### src/rtl/dtc_pulse_gen.sv
// dtc_pulse_gen: digital-to-time pulse generator, one low phase of programmable width per frame.
//   Optional macro DTC_REPEAT_EN: a frame with no new code re-emits the previous low width.
//   clk         : sole clock, all logic on posedge
//   rst         : asynchronous active-high reset
//   code_in     : requested low-phase length in cycles (clamped to LOW_MAX)
//   code_valid  : code_in offered; transfer when code_valid && code_ready
//   code_ready  : holding register empty
//   pulse_out   : generated waveform, idle high, low for 'active' cycles per frame
//   frame_pulse : one-cycle marker at frame start (fcnt == 0)
//   underrun    : one-cycle flag, frame started with no new code
//   sat         : one-cycle flag, accepted code was clamped
module dtc_pulse_gen #(
    parameter int WIDTH  = 8,
    parameter int PERIOD = 251,
    parameter int GUARD  = 2
) (
    input  logic             clk,
    input  logic             rst,
    input  logic [WIDTH-1:0] code_in,
    input  logic             code_valid,
    output logic             code_ready,
    output logic             pulse_out,
    output logic             frame_pulse,
    output logic             underrun,
    output logic             sat
);
    localparam int CW      = $clog2(PERIOD);
    localparam int LOW_MAX = ((2 ** WIDTH) - 1 < PERIOD - GUARD - 1) ? (2 ** WIDTH) - 1 : PERIOD - GUARD - 1;

    // LOW_S is the only encoding with both bits clear, so the decode below is glitch-free.
    typedef enum logic [1:0] {LOW_S = 2'b00, GUARD_S = 2'b01, HIGH_S = 2'b11} state_t;

    logic [CW-1:0]    r_fcnt;
    logic [WIDTH-1:0] r_hold;
    logic             r_full;
    logic [WIDTH-1:0] r_active;
    state_t           r_state;
    logic             r_frame;
    logic             r_under;
    logic             r_sat;

    logic             w_bnd;
    logic             w_acc;
    logic [CW-1:0]    w_fcnt_n;
    logic [WIDTH-1:0] w_hold_n;
    logic [WIDTH-1:0] w_active_n;
    state_t           w_state_n;

    always_comb begin
        w_bnd      = r_fcnt == CW'(PERIOD - 1);
        w_acc      = code_valid && !r_full;
        w_fcnt_n   = w_bnd ? '0 : r_fcnt + 1'b1;
        w_hold_n   = (code_in > WIDTH'(LOW_MAX)) ? WIDTH'(LOW_MAX) : code_in;
`ifdef DTC_REPEAT_EN
        w_active_n = w_bnd ? (r_full ? r_hold : r_active) : r_active;
`else
        w_active_n = w_bnd ? (r_full ? r_hold : '0) : r_active;
`endif
        // State is computed for the cycle after this edge so pulse_out comes straight off a flop.
        w_state_n  = (int'(w_fcnt_n) < GUARD) ? GUARD_S :
                     (int'(w_fcnt_n) < GUARD + int'(w_active_n)) ? LOW_S : HIGH_S;
    end

    always_ff @(posedge clk or posedge rst) begin
        if (rst) begin
            r_fcnt   <= CW'(PERIOD - 1);
            r_hold   <= '0;
            r_full   <= 1'b0;
            r_active <= '0;
            r_state  <= HIGH_S;
            r_frame  <= 1'b0;
            r_under  <= 1'b0;
            r_sat    <= 1'b0;
        end else begin
            r_fcnt   <= w_fcnt_n;
            r_hold   <= w_acc ? w_hold_n : r_hold;
            // Accept cannot coincide with a boundary that drains a full register.
            r_full   <= w_acc || (r_full && !w_bnd);
            r_active <= w_active_n;
            r_state  <= w_state_n;
            r_frame  <= w_bnd;
            r_under  <= w_bnd && !r_full;
            r_sat    <= w_acc && (code_in > WIDTH'(LOW_MAX));
        end
    end

    assign code_ready  = !r_full;
    assign pulse_out   = r_state != LOW_S;
    assign frame_pulse = r_frame;
    assign underrun    = r_under;
    assign sat         = r_sat;
endmodule

### config.mk
export PLATFORM = sky130hd
export DESIGN_NAME = dtc_pulse_gen
export DESIGN_NICKNAME = d
export VERILOG_FILES = /design/src/rtl/dtc_pulse_gen.sv
export SDC_FILE = /design/constraint.sdc
export NUM_CORES = 1
export LEC_CHECK = 0
export CAP_MARGIN = 20
export CORE_MARGIN = 1
export CORE_UTILIZATION = 35
export CTS_CLUSTER_SIZE = 40
export DETAILED_ROUTE_END_ITERATION = 12
export GPL_TIMING_DRIVEN = 1
export PLACE_DENSITY = 0.65
export SKIP_LAST_GASP = 1
export SYNTH_ARGS = -nofsm -noshare
export SYNTH_HDL_FRONTEND = slang
export SYNTH_SLANG_ARGS = --single-unit
### constraint.sdc
create_clock -name clk -period 3.2 [get_ports clk]
set_input_delay 0.48 -clock clk [delete_from_list [all_inputs] [get_ports clk]]
set_output_delay 0.48 -clock clk [all_outputs]
set_load 0.05 [all_outputs]
* Yosys cells after proc, flatten, opt, wreduce, memory -nomap -nowiden
Index checks and enable logic that the tools add are counted.
** Storage, ports and cells
- Bits in writable memories :: 0
- Bits of input ports :: 11
- Register bits :: 30
- Bits in latches :: 0
- Memories :: 0
- Bits in read-only memories :: 0
** Operators by class
- Divide/modulo/power cells :: 0
- $mul :: 0
- Order comparisons :: 3
- Reduce and logical (&&, ||, !) cells :: 8
- Equal/unequal tests :: 1
- Shift-type cells :: 0
- $add $sub $neg :: 2
- Bitwise gates (word level) :: 0
- Mux-type cells :: 6
** Operators by type and width (count)
- $mux 8 :: 4
- $add 2x8->9 const A :: 1
- $lt 8x9->1 :: 1
- $add 8x1->8 const B :: 1
- $eq 8x8->1 const B :: 1
- $gt 8x8->1 const B :: 1
- $lt 8x2->1 const B :: 1
- $logic_and 1x1->1 :: 4
- $mux 2 :: 2
- $logic_not 1->1 :: 2
- $reduce_bool 2->1 :: 1
- $logic_or 1x1->1 :: 1

* Depth between registers and ports, before layout
- Depth after elaboration :: 6
- Mapped depth :: 18
- Mapped depth without buffers :: 16

* Worst setup path before layout
OpenSTA, ideal clock, no wires.
- Path type :: flip-flop to flip-flop
- Start :: register r_fcnt[1]
- End :: register r_state[0]
- Slack :: 145 ps
- Arrival :: 2973 ps
- Path buffers :: 2
- Data required time :: 3118 ps
- Library setup time :: 82 ps
- Cell stages (with the launch flop) :: 18
- Cells stage by stage :: dfstp_2 ha_1 nand4b_4 or2_1 buf_6 inv_4 buf_6 nand3_1 nand2_1 ha_1 nand3_1 xor2_1 ha_1 a211oi_1 o21ai_0 a211oi_1 a211oi_1 or2_1
** Between the ends
- Cells in the longest elaborated chain, start to end :: 6
- Elaborated cells on any way between the ends :: 9
- Classes of those cells :: add/sub (2); order compare (2); eq/ne (1); mux (4)
** Ends and longest elaborated chain
- from (decl) :: line 33 : logic [CW-1:0] r_fcnt;
- from (signal assigned) :: line 66 : r_fcnt <= CW'(PERIOD - 1);
- from (signal assigned) :: line 75 : r_fcnt <= w_fcnt_n;
- $eq 8x8->1 :: line 50 : w_bnd = r_fcnt == CW'(PERIOD - 1);
- net w_bnd :: line 42 : logic w_bnd;
- $mux 8 :: line 57 : w_active_n = w_bnd ? (r_full ? r_hold : '0) : r_active;
- net w_active_n[1] :: line 46 : logic [WIDTH-1:0] w_active_n;
- $add 2x8->9 :: line 61 : (int'(w_fcnt_n) < GUARD + int'(w_active_n)) ? LOW_S : HIGH_S;
- $lt 8x9->1 :: line 61
- $mux 2 :: line 61
- $mux 2 :: line 60 : w_state_n = (int'(w_fcnt_n) < GUARD) ? GUARD_S :
- net w_state_n[0] :: line 47 : state_t w_state_n;
- to (signal assigned) :: line 80 : r_state <= w_state_n;
- to (decl) :: line 37 : state_t r_state;
The timed path passes the listed nets, and every way through them passes these cells.
A chain may end at the register's enable or synchronous reset.

* Worst setup path in the final report
- Start :: register r_fcnt[4]
- End :: register r_state[0]
** Between the ends
- Cells in the longest elaborated chain, start to end :: 6
- Elaborated cells on any way between the ends :: 9
- Classes of those cells :: add/sub (2); order compare (2); eq/ne (1); mux (4)
** Ends and longest elaborated chain (line)
- $eq 8x8->1 :: 50
- $mux 8 :: 57
- net w_active_n[1] :: 46
- $add 2x8->9 :: 61
- $lt 8x9->1 :: 61
- $mux 2 :: 61
- $mux 2 :: 60
- net w_state_n[0] :: 47
The timed path passes the listed nets, and every way through them passes these cells.

==> results.txt <==
----------------------------------------------------
[Clock tree]
  Cts bufs inserted ... 5
  Number of H-tree levels ... 2
  Clock Tree Root ... clkbuf_8
  Clock sink count ... 30
  Hold bufs inserted after CTS ... 0
  Clock tree from TritonCTS ... done
  Clock-pin slew of the registers on the worst-case setup and hold paths ... 0.07 ns
  Clock network latency to the later pin of the worst-skew pair ... 0.28 ns
  Number of buffers between clock root and the deepest sink ... 2

[Detailed routing]
  Number of nets with antenna violations after detailed routing ... 0
  Initial DRT Pass Iterations ... 4
  1st-iter DRT viols ... 86
  Final WL ... 3350 um
  Vias per Instance ... 5.26
  Vias after detailed routing ... 1253
  Routed WL per cell ... 14.1 um
  DRC violation count after routing ... 0

[Floorplan]
  Site row count ... 24
  Std-Cell Core Area ... 4440 um^2
  I/O pin count ... 16
  Die Span X ... 70.6 um
  Die area ... 4980 um^2
  Effective utilization at floorplan ... 37.0%
  Floorplan die height ... 70.6 um

[Logic synthesis]
  Yosys top cell area share ... 33.5%
  Count of synthesis-stage warnings from yosys ... 0
  EDFF count, synth ... 0
  Gate count of the mapped netlist ... 162
  Synthesized area divided by synthesized cell count ... 10.2 um^2
  Cell area after synthesis ... 1650 um^2
  Post-Syn Nets ... 183
  Cell types occupying the most area after synthesis ... dfrtp_1 (33%), dfstp_2 (13%), ha_1 (7.6%)
  Share of flip-flops with an asynchronous set or reset ... 100%
  Top flip-flop cell by instance count after synthesis ... dfrtp_1
  Post-synthesis sequential element count ... 30
  Sequential area share after synthesis ... 46.2%
  Cell taking the most area after synthesis ... dfrtp_1
  Number of unique standard cell types used by synthesis ... 41

[Setup path]
  Type of element launching the critical path ... flip-flop
  Setup crit end kind ... flip-flop
  CP max FO ... 8
  Endpoint arrival time on the critical path ... 3.18 ns
  Required time reported for the critical path endpoint ... 3.40 ns
  Critical setup path kind ... flip-flop to flip-flop

[Global route]
  Vias in the first global route ... 1226
  Wire length of the first global-routing pass ... 5670 um
  Pin count of the biggest net entering global routing ... 26
  Number of antenna violations at the first check in global routing ... 0
  Overall overflow remaining after global route ... 0
  Total routing resource utilization after global routing ... 15.0%

[STA]
  Number of hold-slack violations in the final timing report ... 0
  Final period util ... 93.2%
  Sum of negative setup slack ... 0 ns
  Setup repair after global routing missed its margin ... no
  Tightest Pin Transition ... 0.965 ns
  Number of endpoints failing setup at the final stage ... 0
  Count of pins over their slew limit ... 0
  Clock period minus worst slack ... 2.98 ns
  Headroom to the max-slew limit ... 35.6%
  Layout Skew ... 0.0115 ns
  Fmax ... 335 MHz

[Run]
  Max-Cap Viols ... 0

[Placed design]
  Port Buffers ... 15
  Placed Instances ... 228
  Routability Congestion ... 0.818
  HPWL Detailed ... 2450 um

[Power]
  Worst supply voltage drop on vdd ... 314 uV
  Cell leakage power ... 0.857 nW
  Power per cell area ... 454 nW/um^2
  Tot Pwr ... 0.917 mW

[Finish]
  Share of layout cells above drive strength 1 ... 21.0%
  Non-filler instance count after layout ... 238
  Number of filler cells placed in the layout ... 425
  Number of nets in the layout ... 206
  Area growth from synthesis to layout ... 22.7%
  Diodes inserted ... 0

[Outcome]
  Status ... completed

[Hold path]
  Type of the most critical hold path ... flip-flop to flip-flop

----------------------------------------------------
==> cell families (layout without fill, tap and decap cells) <==
logic type      Yosys count  in the layout  synth area share [%]
simple gates             64             64                  20.7
flops                    30             30                  46.2
compound gates           25             25                  10.3
buf+inv                  16             40                  4.94
fa+ha+maj                10             10                  7.60
mux                       9              9                  6.01
xor+xnor                  8              8                  4.26
==> final timing paths <==
path                                        from               endpoint  slack [ns]  cells past startpoint
max                          r_fcnt[4]$_DFF_PP1_   r_state[0]$_DFF_PP1_        0.22                     14
min                        r_active[0]$_DFF_PP0_  r_active[0]$_DFF_PP0_        0.48                      2
max reg2reg                  r_fcnt[4]$_DFF_PP1_   r_state[0]$_DFF_PP1_        0.22                     14
min reg2reg                r_active[0]$_DFF_PP0_  r_active[0]$_DFF_PP0_        0.48                      2
max in group asynchronous                    rst    r_fcnt[5]$_DFF_PP1_        1.73                      3
min in group asynchronous                    rst  r_active[1]$_DFF_PP0_        0.72                      2
==> placed cells by master, fill, tap and decap left out, types with 4 or more instances in the layout <==
master	instances
a21oi_1	4
buf_4	7
clkbuf_8	5
clkdlybuf4s50_1	15
dfrtp_1	22
dfstp_2	8
ha_1	8
inv_1	8
mux2i_1	5
nand2_1	14
nand3_1	13
nand4_1	7
nor2_1	10
o21ai_0	5
xnor2_1	4
xor2_1	4
==> registers in the layout, summed over array words and instances (netlist names) <==
| name | cells |
|---|---|
| r_state | 2 |
| r_active | 8 |
| underrun | 1 |
| sat | 1 |
| r_hold | 8 |
| r_full | 1 |
| frame_pulse | 1 |
| r_fcnt | 8 |
==> worst max-delay path, stage by stage (launching register included) <==
cell and delay (ns):
dfstp_2 0.62, nand3_2 0.14, or2_4 0.31, inv_4 0.10, nand3_1 0.09, nand2_2 0.11
ha_2 0.20, nand3_1 0.08, xor2_1 0.16, ha_1 0.20, a211oi_1 0.20, o21ai_1 0.11
a211oi_2 0.25, a211oi_2 0.10, or2_1 0.23
==> timing repair <==
item,CTS,global route
endpoints found under the setup margin,0,2
gates resized for setup,0,10
buffers inserted,0,2
==> metrics by stage <==
stage,area (um^2),hold WS (ns),setup WS [ns],utilization (%)
detailed placement,1860,0.480,0.104,41.9
floorplan,1650,0.450,0.145,-
global route,2020,0.517,0.0275,45.4
finish,2020,0.478,0.216,45.4
CTS,1970,0.493,0.0781,44.3
global placement,1860,0.470,0.160,41.9
==> cells in the mapped netlist (2+ instances only) <==
library cell and instances:
dfstp_2 8, nand4_1 7, nor4_1 3, ha_1 10
buf_2 3, buf_6 2, nor3_1 2, nor2b_1 2
o21ai_1 2, or2_1 2, a21oi_1 4, or3_1 2
mux2_2 3, xor2_1 4, nand2_1 16, inv_1 8
a211oi_1 4, nand3_1 13, nor2_1 10, o21ai_0 6
mux2i_1 5, xnor2_1 4, dfrtp_1 22, o211ai_1 3
==> routing by layer <==
metal | GRT usage, % | vias up | share of wire [%] | routed length [um]
met5 | 0 | - | 0 | 0
met4 | 6.89 | 0 | 2.2 | 72
met3 | 3.99 | 9 | 5.3 | 178
met2 | 23.0 | 39 | 46 | 1550
met1 | 20.1 | 583 | 46 | 1550
li1 | - | 622 | - | -
==> layout make-up <==
cell class | instances | area (um^2) | area share [%]
clock buffer | 7 | 76.3 | 3.78
clock inverter | 1 | 30.0 | 1.49
inverter | 9 | 36.3 | 1.80
multi-input combinational | 116 | 836 | 41.4
sequential | 30 | 761 | 37.7
tap | 52 | 65.1 | 3.22
timing repair buffer | 23 | 214 | 10.6
==> power breakdown <==
| group | total, mW | switching, mW | internal [mW] |
|---|---|---|---|
| sequential | 0.454 | 0.0348 | 0.419 |
| clock | 0.371 | 0.139 | 0.233 |
| combinational | 0.0912 | 0.0463 | 0.0449 |
| total | 0.917 | 0.220 | 0.697 |
Note: power is estimated with default switching activity, not from simulation.
